`src/rtl/data_memory_arbiter_if.sv`:
```
// Bus bundle between the two requesters (CPU port A, I/O port B), the arbiter
// and the single-ported data memory.
interface data_memory_arbiter_if #(
    parameter int ADDR_W = 10,
    parameter int DATA_W = 32
);
    // Handshake: a requester raises x_req with x_we/x_addr/x_wdata and holds
    // them stable until x_ack; x_ack is a one-cycle pulse carrying x_err and
    // x_rdata, and the arbiter samples request fields only when it is idle.
    logic              a_req;
    logic              a_we;
    logic [ADDR_W-1:0] a_addr;
    logic [DATA_W-1:0] a_wdata;
    logic              a_ack;
    logic              a_err;
    logic [DATA_W-1:0] a_rdata;

    logic              b_req;
    logic              b_we;
    logic [ADDR_W-1:0] b_addr;
    logic [DATA_W-1:0] b_wdata;
    logic              b_ack;
    logic              b_err;
    logic [DATA_W-1:0] b_rdata;

    logic [ADDR_W-1:0] mem_addr;
    logic [DATA_W-1:0] mem_wdata;
    logic              mem_we;
    logic              mem_re;
    logic [DATA_W-1:0] mem_rdata;

    modport slave (
        input  a_req, a_we, a_addr, a_wdata,
        input  b_req, b_we, b_addr, b_wdata,
        input  mem_rdata,
        output a_ack, a_err, a_rdata,
        output b_ack, b_err, b_rdata,
        output mem_addr, mem_wdata, mem_we, mem_re
    );

    modport master (
        output a_req, a_we, a_addr, a_wdata,
        output b_req, b_we, b_addr, b_wdata,
        output mem_rdata,
        input  a_ack, a_err, a_rdata,
        input  b_ack, b_err, b_rdata,
        input  mem_addr, mem_wdata, mem_we, mem_re
    );
endinterface

```
`src/rtl/data_memory_arbiter.sv`:
```
// Two-port round-robin arbiter in front of a negedge-sampling data memory.
// Each access takes IDLE -> ACCESS -> RESP; ack pulses two cycles after the request edge.
module data_memory_arbiter #(
    parameter int DEPTH  = 31,
    parameter int ADDR_W = 10,
    parameter int DATA_W = 32
) (
    input  logic                       clock,
    input  logic                       reset,
    data_memory_arbiter_if.slave       bus,
    output logic                       busy,
    output logic [1:0]                 dbg_state_o
);

    localparam logic [1:0] IDLE   = 2'd0;
    localparam logic [1:0] ACCESS = 2'd1;
    localparam logic [1:0] RESP   = 2'd2;

    localparam logic [ADDR_W:0] DEPTH_LIM = (ADDR_W+1)'(DEPTH);

    logic [1:0]        state_q, state_d;
    logic              last_b_q, last_b_d;
    logic              gnt_b_q, gnt_b_d;
    logic              we_q, we_d;
    logic              oor_q, oor_d;
    logic [ADDR_W-1:0] mem_addr_q, mem_addr_d;
    logic [DATA_W-1:0] mem_wdata_q, mem_wdata_d;
    logic              mem_we_q, mem_we_d;
    logic              mem_re_q, mem_re_d;
    logic              a_ack_q, a_ack_d;
    logic              a_err_q, a_err_d;
    logic [DATA_W-1:0] a_rdata_q, a_rdata_d;
    logic              b_ack_q, b_ack_d;
    logic              b_err_q, b_err_d;
    logic [DATA_W-1:0] b_rdata_q, b_rdata_d;

    logic              pick_b;
    logic              sel_we;
    logic [ADDR_W-1:0] sel_addr;
    logic [DATA_W-1:0] sel_wdata;
    logic              sel_oor;

    // On a tie the port that did not win last time is chosen.
    assign pick_b    = bus.b_req & (~bus.a_req | ~last_b_q);
    assign sel_we    = pick_b ? bus.b_we    : bus.a_we;
    assign sel_addr  = pick_b ? bus.b_addr  : bus.a_addr;
    assign sel_wdata = pick_b ? bus.b_wdata : bus.a_wdata;
    assign sel_oor   = ({1'b0, sel_addr} >= DEPTH_LIM);

    always_comb begin
        state_d     = state_q;
        last_b_d    = last_b_q;
        gnt_b_d     = gnt_b_q;
        we_d        = we_q;
        oor_d       = oor_q;
        mem_addr_d  = mem_addr_q;
        mem_wdata_d = mem_wdata_q;
        mem_we_d    = 1'b0;
        mem_re_d    = 1'b0;
        a_ack_d     = 1'b0;
        a_err_d     = 1'b0;
        a_rdata_d   = a_rdata_q;
        b_ack_d     = 1'b0;
        b_err_d     = 1'b0;
        b_rdata_d   = b_rdata_q;

        case (state_q)
            IDLE: begin
                if (bus.a_req || bus.b_req) begin
                    state_d     = ACCESS;
                    gnt_b_d     = pick_b;
                    last_b_d    = pick_b;
                    we_d        = sel_we;
                    oor_d       = sel_oor;
                    mem_addr_d  = sel_addr;
                    mem_wdata_d = sel_wdata;
                    mem_we_d    = sel_we & ~sel_oor;
                    mem_re_d    = ~sel_we & ~sel_oor;
                end
            end
            ACCESS: begin
                // mem_rdata was produced at the negedge inside this ACCESS cycle.
                state_d = RESP;
                if (gnt_b_q) begin
                    b_ack_d = 1'b1;
                    b_err_d = oor_q;
                    if (oor_q)      b_rdata_d = '0;
                    else if (!we_q) b_rdata_d = bus.mem_rdata;
                end else begin
                    a_ack_d = 1'b1;
                    a_err_d = oor_q;
                    if (oor_q)      a_rdata_d = '0;
                    else if (!we_q) a_rdata_d = bus.mem_rdata;
                end
            end
            RESP: begin
                state_d = IDLE;
            end
            default: begin
                state_d = IDLE;
            end
        endcase
    end

    always_ff @(posedge clock) begin
        if (reset) begin
            state_q     <= IDLE;
            last_b_q    <= 1'b1;
            gnt_b_q     <= 1'b0;
            we_q        <= 1'b0;
            oor_q       <= 1'b0;
            mem_addr_q  <= '0;
            mem_wdata_q <= '0;
            mem_we_q    <= 1'b0;
            mem_re_q    <= 1'b0;
            a_ack_q     <= 1'b0;
            a_err_q     <= 1'b0;
            a_rdata_q   <= '0;
            b_ack_q     <= 1'b0;
            b_err_q     <= 1'b0;
            b_rdata_q   <= '0;
        end else begin
            state_q     <= state_d;
            last_b_q    <= last_b_d;
            gnt_b_q     <= gnt_b_d;
            we_q        <= we_d;
            oor_q       <= oor_d;
            mem_addr_q  <= mem_addr_d;
            mem_wdata_q <= mem_wdata_d;
            mem_we_q    <= mem_we_d;
            mem_re_q    <= mem_re_d;
            a_ack_q     <= a_ack_d;
            a_err_q     <= a_err_d;
            a_rdata_q   <= a_rdata_d;
            b_ack_q     <= b_ack_d;
            b_err_q     <= b_err_d;
            b_rdata_q   <= b_rdata_d;
        end
    end

    assign bus.mem_addr  = mem_addr_q;
    assign bus.mem_wdata = mem_wdata_q;
    assign bus.mem_we    = mem_we_q;
    assign bus.mem_re    = mem_re_q;
    assign bus.a_ack     = a_ack_q;
    assign bus.a_err     = a_err_q;
    assign bus.a_rdata   = a_rdata_q;
    assign bus.b_ack     = b_ack_q;
    assign bus.b_err     = b_err_q;
    assign bus.b_rdata   = b_rdata_q;

    assign busy        = (state_q != IDLE);
    assign dbg_state_o = state_q;

endmodule

```
`src/flat_wrapper.sv`:
```
// flat-port wrapper written by rule: the top's interface ports become plain ports
module data_memory_arbiter_flat 
#(
    parameter int DEPTH  = 31,
    parameter int ADDR_W = 10,
    parameter int DATA_W = 32
)
  (clock, reset, busy, dbg_state_o, bus_a_req, bus_a_we, bus_a_addr, bus_a_wdata, bus_b_req, bus_b_we, bus_b_addr, bus_b_wdata, bus_mem_rdata, bus_a_ack, bus_a_err, bus_a_rdata, bus_b_ack, bus_b_err, bus_b_rdata, bus_mem_addr, bus_mem_wdata, bus_mem_we, bus_mem_re);
  data_memory_arbiter_if #(.ADDR_W(ADDR_W), .DATA_W(DATA_W)) bus_i ();
  input  logic clock;
  input  logic reset;
  output logic busy;
  output logic [1:0] dbg_state_o;
  input wire logic [$bits(bus_i.a_req)-1:0] bus_a_req;
  input wire logic [$bits(bus_i.a_we)-1:0] bus_a_we;
  input wire logic [$bits(bus_i.a_addr)-1:0] bus_a_addr;
  input wire logic [$bits(bus_i.a_wdata)-1:0] bus_a_wdata;
  input wire logic [$bits(bus_i.b_req)-1:0] bus_b_req;
  input wire logic [$bits(bus_i.b_we)-1:0] bus_b_we;
  input wire logic [$bits(bus_i.b_addr)-1:0] bus_b_addr;
  input wire logic [$bits(bus_i.b_wdata)-1:0] bus_b_wdata;
  input wire logic [$bits(bus_i.mem_rdata)-1:0] bus_mem_rdata;
  output wire logic [$bits(bus_i.a_ack)-1:0] bus_a_ack;
  output wire logic [$bits(bus_i.a_err)-1:0] bus_a_err;
  output wire logic [$bits(bus_i.a_rdata)-1:0] bus_a_rdata;
  output wire logic [$bits(bus_i.b_ack)-1:0] bus_b_ack;
  output wire logic [$bits(bus_i.b_err)-1:0] bus_b_err;
  output wire logic [$bits(bus_i.b_rdata)-1:0] bus_b_rdata;
  output wire logic [$bits(bus_i.mem_addr)-1:0] bus_mem_addr;
  output wire logic [$bits(bus_i.mem_wdata)-1:0] bus_mem_wdata;
  output wire logic [$bits(bus_i.mem_we)-1:0] bus_mem_we;
  output wire logic [$bits(bus_i.mem_re)-1:0] bus_mem_re;
  assign bus_i.a_req = bus_a_req;
  assign bus_i.a_we = bus_a_we;
  assign bus_i.a_addr = bus_a_addr;
  assign bus_i.a_wdata = bus_a_wdata;
  assign bus_i.b_req = bus_b_req;
  assign bus_i.b_we = bus_b_we;
  assign bus_i.b_addr = bus_b_addr;
  assign bus_i.b_wdata = bus_b_wdata;
  assign bus_i.mem_rdata = bus_mem_rdata;
  assign bus_a_ack = bus_i.a_ack;
  assign bus_a_err = bus_i.a_err;
  assign bus_a_rdata = bus_i.a_rdata;
  assign bus_b_ack = bus_i.b_ack;
  assign bus_b_err = bus_i.b_err;
  assign bus_b_rdata = bus_i.b_rdata;
  assign bus_mem_addr = bus_i.mem_addr;
  assign bus_mem_wdata = bus_i.mem_wdata;
  assign bus_mem_we = bus_i.mem_we;
  assign bus_mem_re = bus_i.mem_re;
  data_memory_arbiter #(.DEPTH(DEPTH), .ADDR_W(ADDR_W), .DATA_W(DATA_W)) u_core (.clock(clock), .reset(reset), .bus(bus_i), .busy(busy), .dbg_state_o(dbg_state_o));
endmodule
```
`config.mk`:
```
export PLATFORM = sky130hd
export DESIGN_NAME = data_memory_arbiter_flat
export DESIGN_NICKNAME = d
export VERILOG_FILES = /design/src/rtl/data_memory_arbiter_if.sv /design/src/rtl/data_memory_arbiter.sv /design/src/flat_wrapper.sv
export SDC_FILE = /design/constraint.sdc
export NUM_CORES = 1
export LEC_CHECK = 0
export ABC_AREA = 1
export CAP_MARGIN = 25
export CORE_UTILIZATION = 36
export CTS_CLUSTER_DIAMETER = 50
export DETAILED_ROUTE_END_ITERATION = 8
export PLACE_DENSITY = 0.86
export SKIP_LAST_GASP = 1
export SLEW_MARGIN = 15
export SYNTH_ARGS = -nofsm -noshare
export SYNTH_HDL_FRONTEND = slang
export SYNTH_SLANG_ARGS = --single-unit
```
`constraint.sdc`:
```
create_clock -name clock -period 1.2 [get_ports clock]
set_input_delay 0.18 -clock clock [delete_from_list [all_inputs] [get_ports clock]]
set_output_delay 0.18 -clock clock [all_outputs]
set_load 0.02 [all_outputs]
```
Word level (Yosys, flattened, before mapping). Cells that the tools add are included.

Magnitude comparators: 1. Equal/unequal tests: 3. Muxes and demuxes: 9. Bitwise operators: 12. Reductions and logical operators: 10.

Operators by type and width (count): two-way mux 32 bit (3); >= comparator 10 x 5 -> 1 bit (second input constant) (1); two-way mux 10 bit (1); OR reduction 3 bit (3); NOT 1 bit (8); AND reduction 3 bit (2); case mux 2 bit (2 select lines) (1); bitwise AND 1 bit (3); two-way mux 1 bit (3); == test 2 x 1 -> 1 bit (second input constant) (1); zero test 2 bit (1); two-way mux 2 bit (1); inequality test 2 x 1 -> 1 bit (second input constant) (1); inequality test 2 bit (second input constant) (1); AND reduction 2 bit (1); nonzero test 2 bit (1); OR reduction 2 bit (1); logical OR 1 bit (1); bitwise OR 1 bit (1).

Flip-flop bits (word level): 118. Bits of input ports: 122. Output and inout port bits: 115. Logic and storage cells: 50.

Logic depth before layout (Yosys ltp). Gate-level depths: netlist of run 1.

Word-level depth: 7. Gate-level depth with buffers: 10. Mapped depth without buffers: 9.

Worst setup path after synthesis of run 1. No wires, ideal clock.

Path kind: register -> register. Start: reg u_core.state_q[1] (netlist: u_core.dbg_state_o[1]). End: reg u_core.mem_wdata_q[20] (netlist: u_core.bus.mem_wdata[20]). Library setup time: 0.125 ns. Arrival time: 1.335 ns. Required time: 1.075 ns. Slack: -0.260 ns. Cell stages (with the launch flop): 6. Buffers on the path: 2. Cell sequence: dfxtp_1 > or2_1 > nor2_4 > buf_2 > buf_2 > a31oi_1.

Longest elaborated chain between the ends: 2.

RTL lines: from (decl) (RTL line data_memory_arbiter.sv:21) `logic [1:0] state_q, state_d;`; from (signal assigned) (RTL line data_memory_arbiter.sv:123) `state_q <= state_d;`; zero test 2 bit (RTL line data_memory_arbiter.sv:67) `case (state_q)`; AND reduction 2 bit (no source line); to (signal assigned) (RTL line data_memory_arbiter.sv:129) `mem_wdata_q <= mem_wdata_d;`; to (decl) (RTL line data_memory_arbiter.sv:27) `logic [DATA_W-1:0] mem_wdata_q, mem_wdata_d;`.

Every way passes these cells. A chain may end at the register's enable or synchronous reset.

Worst setup path after layout of run 1.
Start: reg u_core.state_q[0] (netlist: u_core.dbg_state_o[0]). End: reg u_core.b_rdata_q[16] (netlist: u_core.bus.b_rdata[16]).

Longest elaborated chain between the ends: 2.

RTL lines: == test 2 x 1 -> 1 bit (RTL line data_memory_arbiter.sv:67); AND reduction 3 bit (no source line); to (signal assigned) (RTL line data_memory_arbiter.sv:137) `b_rdata_q <= b_rdata_d;`; to (decl) (RTL line data_memory_arbiter.sv:35) `logic [DATA_W-1:0] b_rdata_q, b_rdata_d;`.

Every way passes these cells.

==> results of run 1 <==
worst reg2reg max path: stages (launching register included):
cell and delay, ns:
dfxtp_2 0.34, inv_1 0.06, nor2_4 0.15, buf_6 0.13, nand3_4 0.11, clkinv_8 0.13
clkbuf_16 0.15, nand2_1 0.09, a21oi_1 0.15
per-stage QoR:
step / total power, W / utilization / area [sq um] / setup slack, ns
after floorplan: 0.00571 / - / 4730 / -0.0740
after global placement: 0.00705 / 0.591 / 7490 / -0.400
after detailed placement: 0.00709 / 0.591 / 7490 / -0.445
after CTS: 0.0121 / 0.673 / 8520 / -0.134
after global routing: 0.0125 / 0.662 / 8390 / -0.289
final: 0.0120 / 0.662 / 8390 / -0.192
per-layer routing:
| layer | part of all wire | wire length, um | vias to the layer above | track usage |
|---|---|---|---|---|
| li1 | - | - | 2650 | - |
| met1 | 0.37 | 6460 | 2574 | 0.250 |
| met2 | 0.51 | 8950 | 286 | 0.431 |
| met3 | 0.091 | 1580 | 45 | 0.0835 |
| met4 | 0.027 | 479 | 0 | 0.110 |
| met5 | 0 | 0 | - | 0 |
cell families (layout without fill, tap and decap cells):
logic type	Yosys count	after routing
AO/OA/AOI/OAI	173	173
flip-flops	118	118
AND/OR/NAND/NOR	252	253
buffers and inverters	92	387
registers in the layout, summed over array words and instances, names as in the netlist, 2 cells and up:
register,flops
u_core.bus.b_rdata,32
u_core.bus.a_rdata,32
u_core.bus.mem_wdata,32
u_core.dbg_state_o,2
u_core.bus.mem_addr,10
report_power, final:
| group | internal [W] | switching [W] |
|---|---|---|
| Clock | 0.00293 | 0.00174 |
| Sequential | 0.00425 | 0.000156 |
| Combinational | 0.00141 | 0.00155 |
| Total | 0.00859 | 0.00345 |
worst max path at each step:
stage               slack [ns]  cells past startpoint                                  end
floorplan                -0.07                      6            u_core.oor_q$_SDFFE_PP0P_
global placement         -0.40                      9            u_core.oor_q$_SDFFE_PP0P_
detailed placement       -0.44                      9         u_core.bus.mem_re$_SDFF_PP0_
CTS                      -0.13                      2                                 busy
global route             -0.29                      8  u_core.bus.b_rdata[19]$_SDFFE_PP0P_
finish                   -0.19                      8  u_core.bus.b_rdata[16]$_SDFFE_PP0P_
layout make-up:
cell class	instances	area (sq um)
clock buffer	23	468
clock inverter	9	77.6
fill	1011	4280
inverter	47	201
multi-input combinational	426	2170
sequential	118	2370
tap	172	215
timing repair buffer	308	2880
layout by cell type, fill, tap and decap left out, types with 14 or more instances in the layout:
| cell | instances |
|---|---|
| buf_12 | 18 |
| a21oi_1 | 34 |
| inv_1 | 41 |
| buf_4 | 30 |
| dfxtp_1 | 115 |
| a21oi_2 | 20 |
| clkdlybuf4s50_1 | 121 |
| buf_6 | 14 |
| nand2_1 | 134 |
| buf_2 | 104 |
| o21ai_0 | 60 |
| o21ai_1 | 17 |
| a31oi_1 | 32 |
| nor2_1 | 78 |
| clkbuf_16 | 22 |
repair_timing:
item,4_1_cts,5_1_grt
setup endpoints to repair,203,187
gates resized for setup,450,126
hold buffers,0,0
setup buffers,15,3
cloned,9,7
pin swaps,16,20
==> summary.md, run 1 <==
| Metric | Value |
|---|---|
| Critical Path RT | 1.53 ns |
| ANT nets after route | 0 |
| Status | complete, but fails checks |
| Power Density | 1430 mW/mm^2 |
| Full die area | 0.0135 sq mm |
| Crit Path Category | reg2reg |
| Antenna diode count | 0 |
| Num ports | 237 |
| Nets@finish | 1040 |
| Largest net degree at the start of global routing | 37 |
| Final wirelength | 17.5 mm |
| First-pass GRT wire length | 24.7 mm |
| Die Span Y | 116 um |
| Worst Tran Pin Value | 0.474 ns |
| Hold depth | 3 |
| Root buffer cell | clkbuf_16 |
| Placed instance count | 1038 |
| Vias per cell | 5.04 |
| First-pass iteration count of the detailed router | 5 |
| Setup-failing EPs final | 114 |
| Drt initial violations | 430 |
| Vias | 5555 |
| Syn_nets | 757 |
| Deepest clock path buffer count | 2 |
| Most frequent cell after synthesis | nand2_1 |
| Number of global-route vias before repair | 5133 |
| Synth cell types | 25 |
| Layout cells sized above 1 | 0.300 |
| Max stage delay on crit path | 0.34 ns |
| Clock transition at path regs | 0.05 ns |
| Port Buffers | 236 |
| Worst reg2reg setup slack | -0.19 ns |
| Remaining global-route overflow | 0 |
| Yosys warns | 0 |
| Fin crit share | 1.16 |
| Dpl hpwl | 10.7 mm |
| CP Launch Type | flop |
| Setup crit end kind | flop |
| Leakage | 3.78 nW |
| Worst min-delay path endpoint | u_core.bus.mem_wdata[12]$_SDFFE_PP0P_ |
| Worst Setup Slack, final | -0.192 ns |
| Total track usage | 0.239 |
| Syn_area_per_cell | 7.39 sq um |
| Hold Vio Cnt, Final | 0 |
| Crit path DAT | 1.72 ns |
| Synth area leaders | dfxtp_1 50%, nand2_1 11%, o21ai_0 9.0%, nor2_1 6.7%, a21oi_1 5.8% |
| # H-tree levels | 4 |
| Post-synth top cells | 142 x nand2_1, 118 x dfxtp_1, 84 x nor2_1, 84 x o21ai_0, 54 x a21oi_1 |
| CTS tree | yes |
| Worst flop-to-flop path endpoint | u_core.bus.b_rdata[16]$_SDFFE_PP0P_ |
| Worst path cell trace | inv_1, nor2_4, buf_6, nand3_4, clkinv_8, clkbuf_16, nand2_1, a21oi_1 |
| Minimum hold slack | 0.341 ns |
| Setup crit start | u_core.dbg_state_o[0]$_SDFFE_PP0P_ |
| Compound-Gate Fraction of Synth Area | 0.193 |
| VDD IR max | 0.910 mV |
| Post-synthesis mux area share | 0 |
| RSZ-0062 raised after global routing | true |
| Largest family of logic cells by synthesized area | simple AND/OR/NAND/NOR gates |
| Area Overhead vs Synth | 78.8% |
| Post-Synth Adder-Cell Area | 0 |
| Clock Latency Late Sink | 0.41 ns |
| Worst rel slew slack | 0.684 |
| Synth Area in XOR/XNOR | 0 |
| Post-synth EDFFs | 0 |
| Initial Utilization | 0.370 |
| Failing checks | setup timing |
| Crit-path slowest cell | dfxtp_2 |
| Post-synthesis cell count | 635 |
| Final Slew Violations | 0 |
| Clock Sinks | 118 |
| Main synth FF type | dfxtp_1 |
| Sum of negative setup slack | -9.50 ns |
| Max Cap Viol | 0 |
| Core Area | 0.0127 sq mm |
| Hold wc startpoint | bus_a_wdata[12] |
| CTS Buf Count | 17 |
| Final non-filler cell total | 1103 |
| Worst r2r path cells | 8 |
| Fin crit period | 1.39 ns |
| Synth Area in Simple Gates | 0.218 |
| Clk_skew | 0.00530 ns |
| Die Wd | 116 um |
| DR WL/cell | 15.8 um |
| Yosys reg bits | 118 |
| CP top delay family | buffers and inverters |
| Row count | 41 |
| Max FO, Critical Path | 8 |
| Post-Syn Area | 0.00469 sq mm |
| Worst Hold Class | in2reg |
| Fmax | 0.718 GHz |
| Initial antenna violation count | 0 |
| Post-synth top area share | 0.504 |
| Async S/R FF share, synth | 0 |
| CP bufs+invs | 4 |
| Worst r2r src | u_core.dbg_state_o[0]$_SDFFE_PP0P_ |
| Sequential share of the synthesized area | 0.504 |
| Synth area leader | dfxtp_1 |
| DR DRC count | 0 |
| Gpl congestion | 0.827 |
No activity file was read; power rests on OpenSTA's default activity.
==> run 2, diff against run 1 <==
- CORE_UTILIZATION: 36 -> 43
- PLACE_DENSITY: 0.86 -> 0.95
- clock period: 1.2 -> 1.76 ns (I/O delays scaled with it)
==> summary.md, run 2 (synthesis results as in run 1) <==
| Metric | Value |
|---|---|
| Status | completed |
| Dpl hpwl | 10.7 mm (+0.38%) |
| Worst flop-to-flop path endpoint | u_core.bus.a_rdata[11]$_SDFFE_PP0P_ |
| CTS Hold Bufs | 0 (unchanged) |
| Hold Vio Cnt, Final | 0 (unchanged) |
| Worst reg2reg setup slack | 0.31 ns (+0.50 ns) |
| Layout cells sized above 1 | 0.0739 (-0.226) |
| First-pass GRT wire length | 24.4 mm (-1.3%) |
| WP depth | 1 (-7) |
| Initial antenna violation count | 0 (unchanged) |
| Fin crit period | 1.74 ns |
| Worst r2r path cells | 6 (-2) |
| Largest net degree at the start of global routing | 51 (+38%) |
| Clock Latency Late Sink | 0.50 ns (+0.09 ns) |
| Die Wd | 106 um (-8.4%) |
| Vias | 5208 (-6.2%) |
| Nets@finish | 989 (-4.9%) |
| Max stage delay on crit path | 0.62 ns (+0.28 ns) |
| ANT nets after route | 0 (unchanged) |
| Sum of negative setup slack | 0 ns (+9.50 ns) |
| Fmax | 0.574 GHz |
| CTS tree | yes |
| CP Launch Type | flop |
| Commonest non-fill, non-tap cell in the layout | clkdlybuf4s50_1 |
| Crit path DAT | 1.48 ns (-0.24 ns) |
| Setup crit start | u_core.bus.mem_wdata[21]$_SDFFE_PP0P_ |
| Fin crit share | 0.990 |
| VDD IR max | 0.938 mV (+3.2%) |
| Critical Path RT | 1.50 ns (-0.03 ns) |
| Worst Setup Slack, final | 0.0182 ns (+0.210 ns) |
| Vias per cell | 5.13 (+1.8%) |
| Power Density | 1070 mW/mm^2 (-25%) |
| Initial Utilization | 0.448 (+0.0781) |
| # H-tree levels | 4 (unchanged) |
| Worst rel slew slack | 0.777 (+0.0926) |
| Final Slew Violations | 0 (unchanged) |
| Row count | 37 (-9.8%) |
| Deepest clock path buffer count | 2 (unchanged) |
| Remaining global-route overflow | 0 (unchanged) |
| Port Buffers | 236 (unchanged) |
| Crit-path slowest cell | clkdlybuf4s50_1 |
| Max Cap Viol | 0 (unchanged) |
| Gpl congestion | 0.884 (+6.9%) |
| DR WL/cell | 15.5 um (-2.1%) |
| Placement Setup Slack | 0.0331 ns (+0.478 ns) |
| Full die area | 0.0113 sq mm (-16%) |
| CTS Buf Count | 17 (unchanged) |
| Number of fill cells | 689 (-32%) |
| Most frequent cells in the layout | 186 x clkdlybuf4s50_1, 142 x nand2_1, 118 x dfxtp_1, 84 x o21ai_0, 84 x nor2_1 |
| Area Overhead vs Synth | 70.3% |
| Drt initial violations | 357 (-17%) |
| CP endpoint | bus_mem_wdata[21] |
| Worst Tran Pin Value | 0.333 ns (-0.141 ns) |
| DR DRC count | 0 (unchanged) |
| Worst Hold Class | in2reg |
| Postcts setup bufs | 0 (-15) |
| Antenna diode count | 0 (unchanged) |
| CP bufs+invs | 1 (-3) |
| Worst path cell trace | clkdlybuf4s50_1 |
| Worst r2r src | u_core.dbg_state_o[0]$_SDFFE_PP0P_ |
| CP top delay family | buffers and inverters |
| Setup-failing EPs final | 0 (-100%) |
| Die Span Y | 106 um (-8.4%) |
| First-pass iteration count of the detailed router | 5 (unchanged) |
| Number of global-route vias before repair | 5044 (-1.7%) |
| Total track usage | 0.275 (+0.0356) |
| Clock transition at path regs | 0.06 ns (about the same) |
| Setup crit end kind | primary output |
| Leakage | 3.89 nW (+2.9%) |
| Clock Sinks | 118 (unchanged) |
| Final wirelength | 15.8 mm (-9.8%) |
| Max FO, Critical Path | 2 (-6) |
| Num ports | 237 (unchanged) |
| Root buffer cell | clkbuf_8 |
| Crit Path Category | reg2out |
| Clk_skew | 0.0111 ns (+0.00583 ns) |
| Core Area | 0.0105 sq mm (-17%) |
run 2: cell types whose count changed in the layout (fill, tap and decap cells not counted), moves of 12 or more:
| cell | change |
|---|---|
| buf_6 | -14 |
| buf_12 | -12 |
| o21ai_1 | -14 |
| buf_2 | -104 |
| a21oi_2 | -20 |
| clkdlybuf4s50_1 | +65 |
| o21ai_0 | +24 |
| dlymetal6s2s_1 | +40 |
| a21oi_1 | +20 |
| buf_4 | -14 |
run 2: worst min-delay path by stage:
stage / from / end / slack (ns) / cells past startpoint
final: bus_b_wdata[0] / u_core.bus.mem_wdata[0]$_SDFFE_PP0P_ / 0.33 / 3
after global routing: bus_b_wdata[8] / u_core.bus.mem_wdata[8]$_SDFFE_PP0P_ / 0.32 / 3
after CTS: bus_b_wdata[4] / u_core.bus.mem_wdata[4]$_SDFFE_PP0P_ / 0.31 / 3
after detailed placement: u_core.bus.b_rdata[13]$_SDFFE_PP0P_ / u_core.bus.b_rdata[13]$_SDFFE_PP0P_ / 0.46 / 2
after global placement: u_core.bus.b_rdata[31]$_SDFFE_PP0P_ / u_core.bus.b_rdata[31]$_SDFFE_PP0P_ / 0.45 / 2
after floorplan: reset / u_core.dbg_state_o[0]$_SDFFE_PP0P_ / 0.35 / 1
run 2: layout make-up:
| type | instances | area [sq um] | share of cell area |
|---|---|---|---|
| flip-flops and latches | 118 | 2360 | 0.296 |
| multi-input cells | 425 | 1930 | 0.242 |
| repair buffers | 258 | 2690 | 0.337 |
| clock inverters | 13 | 218 | 0.0273 |
| clock buffers | 19 | 442 | 0.0553 |
| inverters | 47 | 176 | 0.0221 |
| well taps | 136 | 170 | 0.0213 |
run 2: routing by layer:
metal / track usage / routed length [um] / vias to the layer above
met5: 0 / 0 / -
met4: 0.121 / 406 / 0
met3: 0.0834 / 1320 / 25
met2: 0.499 / 8220 / 265
met1: 0.293 / 5810 / 2379
li1: - / - / 2539
run 2: what timing repair did:
action                                  CTS  global route
endpoints found under the setup margin   10            41
cloned                                    0             0
gates resized for setup                  10            41
run 2: power breakdown:
| part | switching [W] | internal, W | leakage [nW] |
|---|---|---|---|
| Clock | 0.00129 | 0.00254 | 0.316 |
| Sequential | 0.000115 | 0.00289 | 0.968 |
| Combinational | 0.000903 | 0.000804 | 2.61 |
| Total | 0.00231 | 0.00624 | 3.89 |
run 2: stage by stage:
| step | total power (W) | utilization | instances | hold WS (ns) | cell area, sq um |
|---|---|---|---|---|---|
| 2_1_floorplan | 0.00387 | - | 635 | 0.348 | 4690 |
| 3_3_place_gp | 0.00473 | 0.692 | 984 | 0.452 | 7240 |
| 3_5_place_dp | 0.00477 | 0.692 | 984 | 0.456 | 7240 |
| 4_1_cts | 0.00860 | 0.754 | 1016 | 0.308 | 7890 |
| 5_1_grt | 0.00886 | 0.764 | 1016 | 0.320 | 7990 |
| 6_report | 0.00855 | 0.764 | 1016 | 0.330 | 7990 |
==> run 3, diff against run 2 <==
- GPL_ROUTABILITY_DRIVEN: unset -> 0
==> results of run 3 <==
Same layout as run 2: the final DEF is identical, and so are final timing and power.
